$ cat src/rtl/mem_pipe_reg.sv
// mem_pipe_reg: EX->MEM pipeline boundary built from DEPTH register slices.
// Every slice holds a valid bit and the EX result bundle. The whole chain
// holds on stall, and an incoming op is replaced by a zeroed bubble on flush.
// Optional feature macro: MEM_PIPE_FWD_EN. When it is defined, the module
// builds the EX-stage forwarding comparators over all in-flight slices.
// When it is undefined, the forwarding outputs are tied to zero.
module mem_pipe_reg #(
  parameter int XLEN   = 32,
  parameter int RD_W   = 5,
  parameter int CTRL_W = 4,
  parameter int DEPTH  = 1
) (
  input  logic              clk,
  input  logic              reset,
  input  logic              stall,
  input  logic              flush,
  input  logic              ValidE,
  input  logic [XLEN-1:0]   ALUResultE,
  input  logic [XLEN-1:0]   WriteDataE,
  input  logic [XLEN-1:0]   PCplus4E,
  input  logic [RD_W-1:0]   RdE,
  input  logic [CTRL_W-1:0] CtrlE,
  input  logic [RD_W-1:0]   Rs1E,
  input  logic [RD_W-1:0]   Rs2E,
  output logic              ValidM,
  output logic [XLEN-1:0]   ALUResultM,
  output logic [XLEN-1:0]   WriteDataM,
  output logic [XLEN-1:0]   PCplus4M,
  output logic [RD_W-1:0]   RdM,
  output logic [CTRL_W-1:0] CtrlM,
  output logic              FwdAHit,
  output logic              FwdBHit,
  output logic [XLEN-1:0]   FwdAData,
  output logic [XLEN-1:0]   FwdBData
);

  if (DEPTH < 1 || DEPTH > 4) begin : gBadDepth
    $error("mem_pipe_reg: DEPTH must be in 1..4");
  end

  // Slice storage: index 0 is the youngest, index DEPTH-1 drives the M outputs.
  logic              sliceVld  [DEPTH];
  logic [XLEN-1:0]   sliceAlu  [DEPTH];
  logic [XLEN-1:0]   sliceWd   [DEPTH];
  logic [XLEN-1:0]   slicePc   [DEPTH];
  logic [RD_W-1:0]   sliceRd   [DEPTH];
  logic [CTRL_W-1:0] sliceCtrl [DEPTH];

  // A real op enters only when it is valid and not flushed. Otherwise the
  // slice receives a fully zeroed bubble, so it cannot cause a writeback.
  logic takeOp;
  assign takeOp = ValidE & ~flush;

  // Shift chain: reset clears everything, stall holds, otherwise advance.
  always_ff @(posedge clk) begin
    if (reset) begin
      for (int i = 0; i < DEPTH; i++) begin
        sliceVld[i]  <= 1'b0;
        sliceAlu[i]  <= '0;
        sliceWd[i]   <= '0;
        slicePc[i]   <= '0;
        sliceRd[i]   <= '0;
        sliceCtrl[i] <= '0;
      end
    end else if (!stall) begin
      sliceVld[0]  <= takeOp;
      sliceAlu[0]  <= takeOp ? ALUResultE : '0;
      sliceWd[0]   <= takeOp ? WriteDataE : '0;
      slicePc[0]   <= takeOp ? PCplus4E   : '0;
      sliceRd[0]   <= takeOp ? RdE        : '0;
      sliceCtrl[0] <= takeOp ? CtrlE      : '0;
      for (int i = 1; i < DEPTH; i++) begin
        sliceVld[i]  <= sliceVld[i-1];
        sliceAlu[i]  <= sliceAlu[i-1];
        sliceWd[i]   <= sliceWd[i-1];
        slicePc[i]   <= slicePc[i-1];
        sliceRd[i]   <= sliceRd[i-1];
        sliceCtrl[i] <= sliceCtrl[i-1];
      end
    end
  end

  assign ValidM     = sliceVld[DEPTH-1];
  assign ALUResultM = sliceAlu[DEPTH-1];
  assign WriteDataM = sliceWd[DEPTH-1];
  assign PCplus4M   = slicePc[DEPTH-1];
  assign RdM        = sliceRd[DEPTH-1];
  assign CtrlM      = sliceCtrl[DEPTH-1];

`ifdef MEM_PIPE_FWD_EN
  // A slice may forward only when it will actually write a nonzero register.
  function automatic logic eligible(input logic vld, input logic [CTRL_W-1:0] ctrl,
                                    input logic [RD_W-1:0] rd);
    return vld & ctrl[0] & (rd != '0);
  endfunction

  // Forwarding select: scan from the oldest slice to the youngest, so the
  // youngest matching slice is the one that wins.
  always_comb begin
    FwdAHit  = 1'b0;
    FwdAData = '0;
    FwdBHit  = 1'b0;
    FwdBData = '0;
    for (int i = DEPTH - 1; i >= 0; i--) begin
      if (eligible(sliceVld[i], sliceCtrl[i], sliceRd[i]) && sliceRd[i] == Rs1E) begin
        FwdAHit  = 1'b1;
        FwdAData = sliceAlu[i];
      end
      if (eligible(sliceVld[i], sliceCtrl[i], sliceRd[i]) && sliceRd[i] == Rs2E) begin
        FwdBHit  = 1'b1;
        FwdBData = sliceAlu[i];
      end
    end
  end
`else
  // Forwarding is not built. The source-register ports remain but have no load.
  logic unusedRs;
  assign unusedRs = ^{Rs1E, Rs2E};
  assign FwdAHit  = 1'b0;
  assign FwdBHit  = 1'b0;
  assign FwdAData = '0;
  assign FwdBData = '0;
`endif

endmodule

$ cat config.mk
export PLATFORM = sky130hd
export DESIGN_NAME = mem_pipe_reg
export DESIGN_NICKNAME = d
export VERILOG_FILES = /design/src/rtl/mem_pipe_reg.sv
export SDC_FILE = /design/constraint.sdc
export NUM_CORES = 1
export LEC_CHECK = 0
export ABC_AREA = 1
export CORE_AREA = 2 2 113 115
export CTS_CLUSTER_DIAMETER = 200
export CTS_CLUSTER_SIZE = 20
export DETAILED_ROUTE_END_ITERATION = 10
export DIE_AREA = 0 0 115 117
export DONT_BUFFER_PORTS = 1
export SLEW_MARGIN = 20
export SYNTH_ARGS = -nofsm -noshare
export SYNTH_HDL_FRONTEND = slang
export SYNTH_SLANG_ARGS = --single-unit
$ cat constraint.sdc
create_clock -name clk -period 4.2 [get_ports clk]
set_input_delay 0.84 -clock clk [delete_from_list [all_inputs] [get_ports clk]]
set_output_delay 0.84 -clock clk [all_outputs]
set_load 0.01 [all_outputs]
After elaboration in Yosys (flattened, before gate mapping):

Memories as Yosys holds them, arrays and structs flattened.
Cells that the tools add are included.

* mux-type cells: 22
* bitwise operators: 2
* reductions and logical operators: 6

Operator list (count)
* $mux 32: 6
* $reduce_or 32->1: 3
* $mux 1: 12
* $mux 5: 2
* $mux 4: 2
* $reduce_or 5->1: 1
* $reduce_or 4->1: 1
* $and 1x1->1: 1
* $not 1->1: 1
* $reduce_or 1->1: 1

* register bits after elaboration: 0
* memory bits (writable): 106
* bits of input ports: 120
* output and inout bits: 172
* logic and storage cells: 36
* memories kept: 6

Memories
* sliceAlu: depth 1, width 32, read ports 1, clocked after memory_dff 0, wr ports 1, RTL line 43 `logic [XLEN-1:0] sliceAlu [DEPTH];`
* slicePc: depth 1, width 32, read ports 1, clocked after memory_dff 0, wr ports 1, RTL line 45 `logic [XLEN-1:0] slicePc [DEPTH];`
* sliceWd: depth 1, width 32, read ports 1, clocked after memory_dff 0, wr ports 1, RTL line 44 `logic [XLEN-1:0] sliceWd [DEPTH];`
* sliceRd: depth 1, width 5, read ports 1, clocked after memory_dff 0, wr ports 1, RTL line 46 `logic [RD_W-1:0] sliceRd [DEPTH];`
* sliceCtrl: depth 1, width 4, read ports 1, clocked after memory_dff 0, wr ports 1, RTL line 47 `logic [CTRL_W-1:0] sliceCtrl [DEPTH];`
* sliceVld: depth 1, width 1, read ports 1, clocked after memory_dff 0, wr ports 1, RTL line 42 `logic sliceVld [DEPTH];`

Longest topological paths before layout:

Gate-level depths: netlist of run 1.

* depth in word-level cells: 5
* gate-level depth with buffers: 6

Worst setup path after synthesis of run 1:

No wires, ideal clock.

* path type: input to register
* start point: input port reset
* end point: memory sliceAlu[0][0], enable pin
* setup time: 0.469 ns
* arrival: 3.108 ns
* setup slack: 0.623 ns
* stages: 2
* path through: inv_1 nand2_1

* longest elaborated chain between the ends: 4
* elaborated cells between the ends (all ways): 6

RTL lines
* start: declaration: RTL line 14 `input logic reset,`
* $mux 1: RTL line 56 `if (reset) begin`
* $mux 1: RTL line 67 `sliceAlu[0] <= takeOp ? ALUResultE : '0;`
* $reduce_or 32->1 (no line)
* $mux 1 (no line) (*)
* end: declaration: RTL line 43

Every way passes the cells marked *; elsewhere a longest branch is shown, timed or not.

Worst setup path after layout of run 1:

* start point: input port ValidE
* end point: memory sliceRd[0][4] (data pin)

* longest elaborated chain between the ends: 3

RTL lines
* start: declaration: RTL line 17 `input logic ValidE,`
* $and 1x1->1: RTL line 52 `assign takeOp = ValidE & ~flush;`
* $mux 5: RTL line 70 `sliceRd[0] <= takeOp ? RdE : '0;`
* $mux 5 (no line)
* end: declaration: RTL line 46

No other way between the ends.

==> results of run 1 <==
-- sequential cells by signal, indices dropped and copies added (netlist names) --
name / count
sliceVld: 1
sliceRd: 5
sliceAlu: 32
slicePc: 32
sliceCtrl: 4
sliceWd: 32
-- metrics by stage --
step	power, mW	setup WS, ns	hold WS, ns	area (um2)
6_report	2.15	2.10	0.711	4880
5_1_grt	2.24	1.96	0.700	4880
4_1_cts	2.18	2.09	0.693	4880
3_5_place_dp	1.43	1.71	1.06	4620
3_3_place_gp	1.42	1.76	1.05	4620
2_1_floorplan	1.44	0.623	1.05	4970
-- kinds of logic after synthesis --
family,after synthesis,synth area share
flops,106,0.673
simple gates,109,0.117
buf+inv,185,0.209
other cells,1,0.000793
-- final cells by class --
class	instances	share of cell area
clock buffers	10	0.0469
multi-input cells	175	0.167
repair buffers	4	0.00615
flip-flops and latches	106	0.652
inverters	108	0.0830
well taps	150	0.0384
clock inverters	5	0.00666
-- synthesized netlist by cell type --
cell type  instances  area share
buf_4             66        0.10
nor2_4             9       0.021
nand2_2            1      0.0013
conb_1             1     0.00079
edfxtp_1         106        0.67
nand2_1            1     0.00079
nor2_1            68       0.054
inv_1            108       0.086
nor2_2            30       0.040
buf_2              6      0.0064
buf_6              5       0.012
-- metal layers --
metal  track usage  vias to the layer above  share of wire
met3        0.0469                        9           0.10
met2         0.208                      182           0.50
met1         0.128                     1042           0.38
met5             0                        -              0
met4        0.0506                        0          0.013
li1              -                     1068              -
-- report_power, final --
part	internal, mW	switching (mW)
clock network	0.397	0.355
registers	1.24	0.0650
logic	0.0168	0.0817
total	1.65	0.502
-- worst max-delay path by stage --
stage | end | slack [ns]
final | sliceRd[0][4] | 2.10
after global routing | sliceRd[0][4] | 1.96
after CTS | sliceAlu[0][25] | 2.09
after detailed placement | sliceAlu[0][25] | 1.71
after global placement | sliceAlu[0][25] | 1.76
after floorplan | sliceAlu[0][0] | 0.62
==> flow_summary.yaml, run 1 <==
clock_network:
  cts_tree: "built"
  ctsResizeCount: 0
  cts_hold_buf: 0
  cts-root-buf: "clkbuf_16"
  clk_pin_slew_ns: 0.07
  clk_path_buf_depth: 2
  cts_num_sinks: 106
  numCtsBuffers: 9
  postCtsSetupBuffers: 0
  cts_htree_levels: 3
layout:
  n_antenna_cell: 0
  utilization: 0.397
  multiInputGateArea_um2: 815
  area_growth_pct: 3.25
  final_common_cell: "inv_1"
  instances_no_fill: 558
  drive_gt1_frac: 0.142
  fill_cells: 1221
  layout_common_cells: "inv_1, edfxtp_1, nor2_1"
  num-nets-final: 524
  seq_area_um2: 3180
grt:
  grt_max_degree: 82
  grt_pass1_wl_um: 11500
  grt_pass1_vias: 2047
  track_usage: 0.119
  antenna_found_initial: 0
  overflow: 0
logic_synthesis:
  synth.distinct_cells: 11
  netlist_area_um2: 4730
  syn_area_per_cell_um2: 11.8
  ys_warn_count: 0
  yosysSeqAreaShare: 0.673
  synth_seq_cells: 106
  postSynthCellCount: 401
die:
  core_area_um2: 12300
  start_util: 0.384
  die_area_um2: 13500
  boundaryPins: 292
  rows: 41
  die_width_um: 115
  die_h_um: 117
worst_setup_path:
  path_cells: "inv_1, nor2_1, nand2_4, buf_4, nor2_1"
  path_common_cell: "nor2_1"
  cp.required_ns: 4.29
  worstPathMaxFanout: 81
  crit_type: "in -> reg"
  startpoint: "ValidE"
  startpoint_type: "input port"
  cp_top_family: "simple AND/OR/NAND/NOR gates"
  critPathMaxStageDelay_ns: 0.75
  cp_num_cells: 5
  arrival_ns: 2.19
  slowest_stage: "nand2_4"
  end_kind: "flip-flop"
  cp_num_buf_inv: 2
detailed_routing:
  antenna_left: 0
  routedWlPerCell_um: 15.3
  finalWirelength_um: 8550
  dr.pass1.iters: 4
  drc: 0
  vias_per_cell: 4.12
  drt_iter0_drc: 194
  num_vias: 2301
worst_hold_path:
  worstHoldPathType: "in -> reg"
  hold_end: "sliceAlu[0][30]"
  hold_path_depth: 2
  min-delay-start: "ALUResultE[30]"
power:
  vdd_drop_max_mv: 0.152
  cellPowerDensity_nw_per_um2: 441
  cellLeakagePower_nw: 2.33
outcome:
  status: "finished, final reports clean"
flow_run:
  timing.max_cap.violations: 0
sta:
  rsz0062_at_grt: "no"
  fin_crit_ns: 2.10
  hold_violations: 0
  setup_violations: 0
  slew_viol_final: 0
  fmax_ghz: 0.475
  slew_headroom: 0.309
  fin_tns_setup_ns: 0
  fin_crit_sh: 0.501
  worstMarginPinSlew_ns: 1.04
placement:
  dp_hpwl_um: 6290
  dp_cells: 543
  routabilityCongestion: 0.678
  port_buffers: 0
Power figures use the tool's default switching activity.
==> inputs of run 2 (changes only) <==
==> constraint.sdc (replaced) <==
create_clock -name clk -period 1.8 [get_ports clk]
set_input_delay 0.36 -clock clk [delete_from_list [all_inputs] [get_ports clk]]
set_output_delay 0.36 -clock clk [all_outputs]
set_load 0.01 [all_outputs]
==> flow_summary.yaml, run 2 (synthesis gave the netlist of run 1 again) <==
layout:
  n_antenna_cell: 0
  drive_gt1_frac: 0.146
  utilization: 0.403
  final_common_cell: "inv_1"
  layout_common_cells: "inv_1, edfxtp_1, nor2_1"
  area_growth_pct: 5.00
  stdcell_area_um2: 4960
  largestRegisters: "sliceAlu: 32 flops, slicePc: 32 flops, sliceWd: 32 flops"
  num-nets-final: 526
grt:
  antenna_found_initial: 0
  overflow: 0
  grt_pass1_vias: 2119
  grt_pass1_wl_um: 11300
  track_usage: 0.115
  grt_max_degree: 63
detailed_routing:
  drt-met1-wl_um: 3100
  vias_per_cell: 4.19
  antenna_left: 0
  drt_iter0_drc: 191
  finalWirelength_um: 8330
  dr.pass1.iters: 6
  routedWlPerCell_um: 14.9
  dr_wl_met3_um: 910
  num_vias: 2344
  met2_length_um: 4150
  drc: 0
  top_layer: "met4"
clock_network:
  postCtsSetupBuffers: 0
  numCtsBuffers: 9
  cts_htree_levels: 3
  cts-root-buf: "clkbuf_16"
  cts_hold_buf: 0
  cts_tree: "built"
  clk_pin_slew_ns: 0.07
  cts_num_sinks: 106
  clk_path_buf_depth: 2
  ctsResizeCount: 0
sta:
  fin_ws_ns: 0.623
  hold_violations: 0
  fmax_ghz: 0.849
  fin_crit_sh: 0.654
  fin_crit_ns: 1.18
  fin_tns_setup_ns: 0
  setup_violations: 0
  rsz0062_at_grt: "no"
  slew_viol_final: 0
placement:
  post-place-ws_ns: 0.469
  place_area_um2: 4700
  port_buffers: 0
  routabilityCongestion: 0.655
  dp_hpwl_um: 6210
outcome:
  status: "finished, final reports clean"
die:
  die_h_um: 117
  die_width_um: 115
  core_area_um2: 12300
  boundaryPins: 292
  rows: 41
  die_area_um2: 13500
  start_util: 0.384
worst_setup_path:
  startpoint_type: "flip-flop"
  worstPathMaxFanout: 1
  end_kind: "output pin"
  crit_type: "reg -> out"
  cp.required_ns: 1.44
  arrival_ns: 0.82
worst_hold_path:
  worstHoldPathType: "in -> reg"
power:
  comb_power_share: 0.048
  swShare: 0.236
  cellPowerDensity_nw_per_um2: 1020
  cellLeakagePower_nw: 2.38
  vdd_drop_max_mv: 0.354
  p_int_mw: 3.87
  p_switching_mw: 1.19
  power.total_mw: 5.06
  pwr-share-clk: 0.353
  power_frac_seq: 0.599
flow_run:
  timing.max_cap.violations: 0
-- run 2: routing by layer --
metal / track usage / vias to the layer above
li1: - / 1073
met1: 0.119 / 1078
met2: 0.197 / 182
met3: 0.0479 / 11
met4: 0.0699 / 0
met5: 0 / -
-- run 2: cell type report --
| cell class | count | area, um2 |
|---|---|---|
| flip-flops and latches | 106 | 3180 |
| multi-input cells | 175 | 815 |
| clock inverters | 6 | 41.3 |
| clock buffers | 9 | 225 |
| inverters | 108 | 405 |
| fillers | 1180 | 7350 |
| repair buffers | 6 | 108 |
| well taps | 150 | 188 |
-- run 2: power groups by stage --
stage          Clock [mW]  Combinational (mW)  Sequential, mW
2_1_floorplan           0               0.301            3.06
3_3_place_gp            0               0.238            3.09
3_5_place_dp            0               0.245            3.09
4_1_cts              1.84               0.246            3.04
5_1_grt              1.92               0.278            3.05
6_report             1.79               0.245            3.03
-- run 2: worst paths after layout --
kind	from	endpoint	cells after the start
worst min-delay path	WriteDataE[12]	sliceWd[0][12]	2
worst max-delay path	sliceAlu[0][25]	ALUResultM[25]	0
-- run 2: per-stage QoR --
stage	hold WS (ns)	cells
floorplan	0.568	466
global placement	0.571	545
detailed placement	0.577	545
CTS	0.216	560
global route	0.215	560
finish	0.226	560
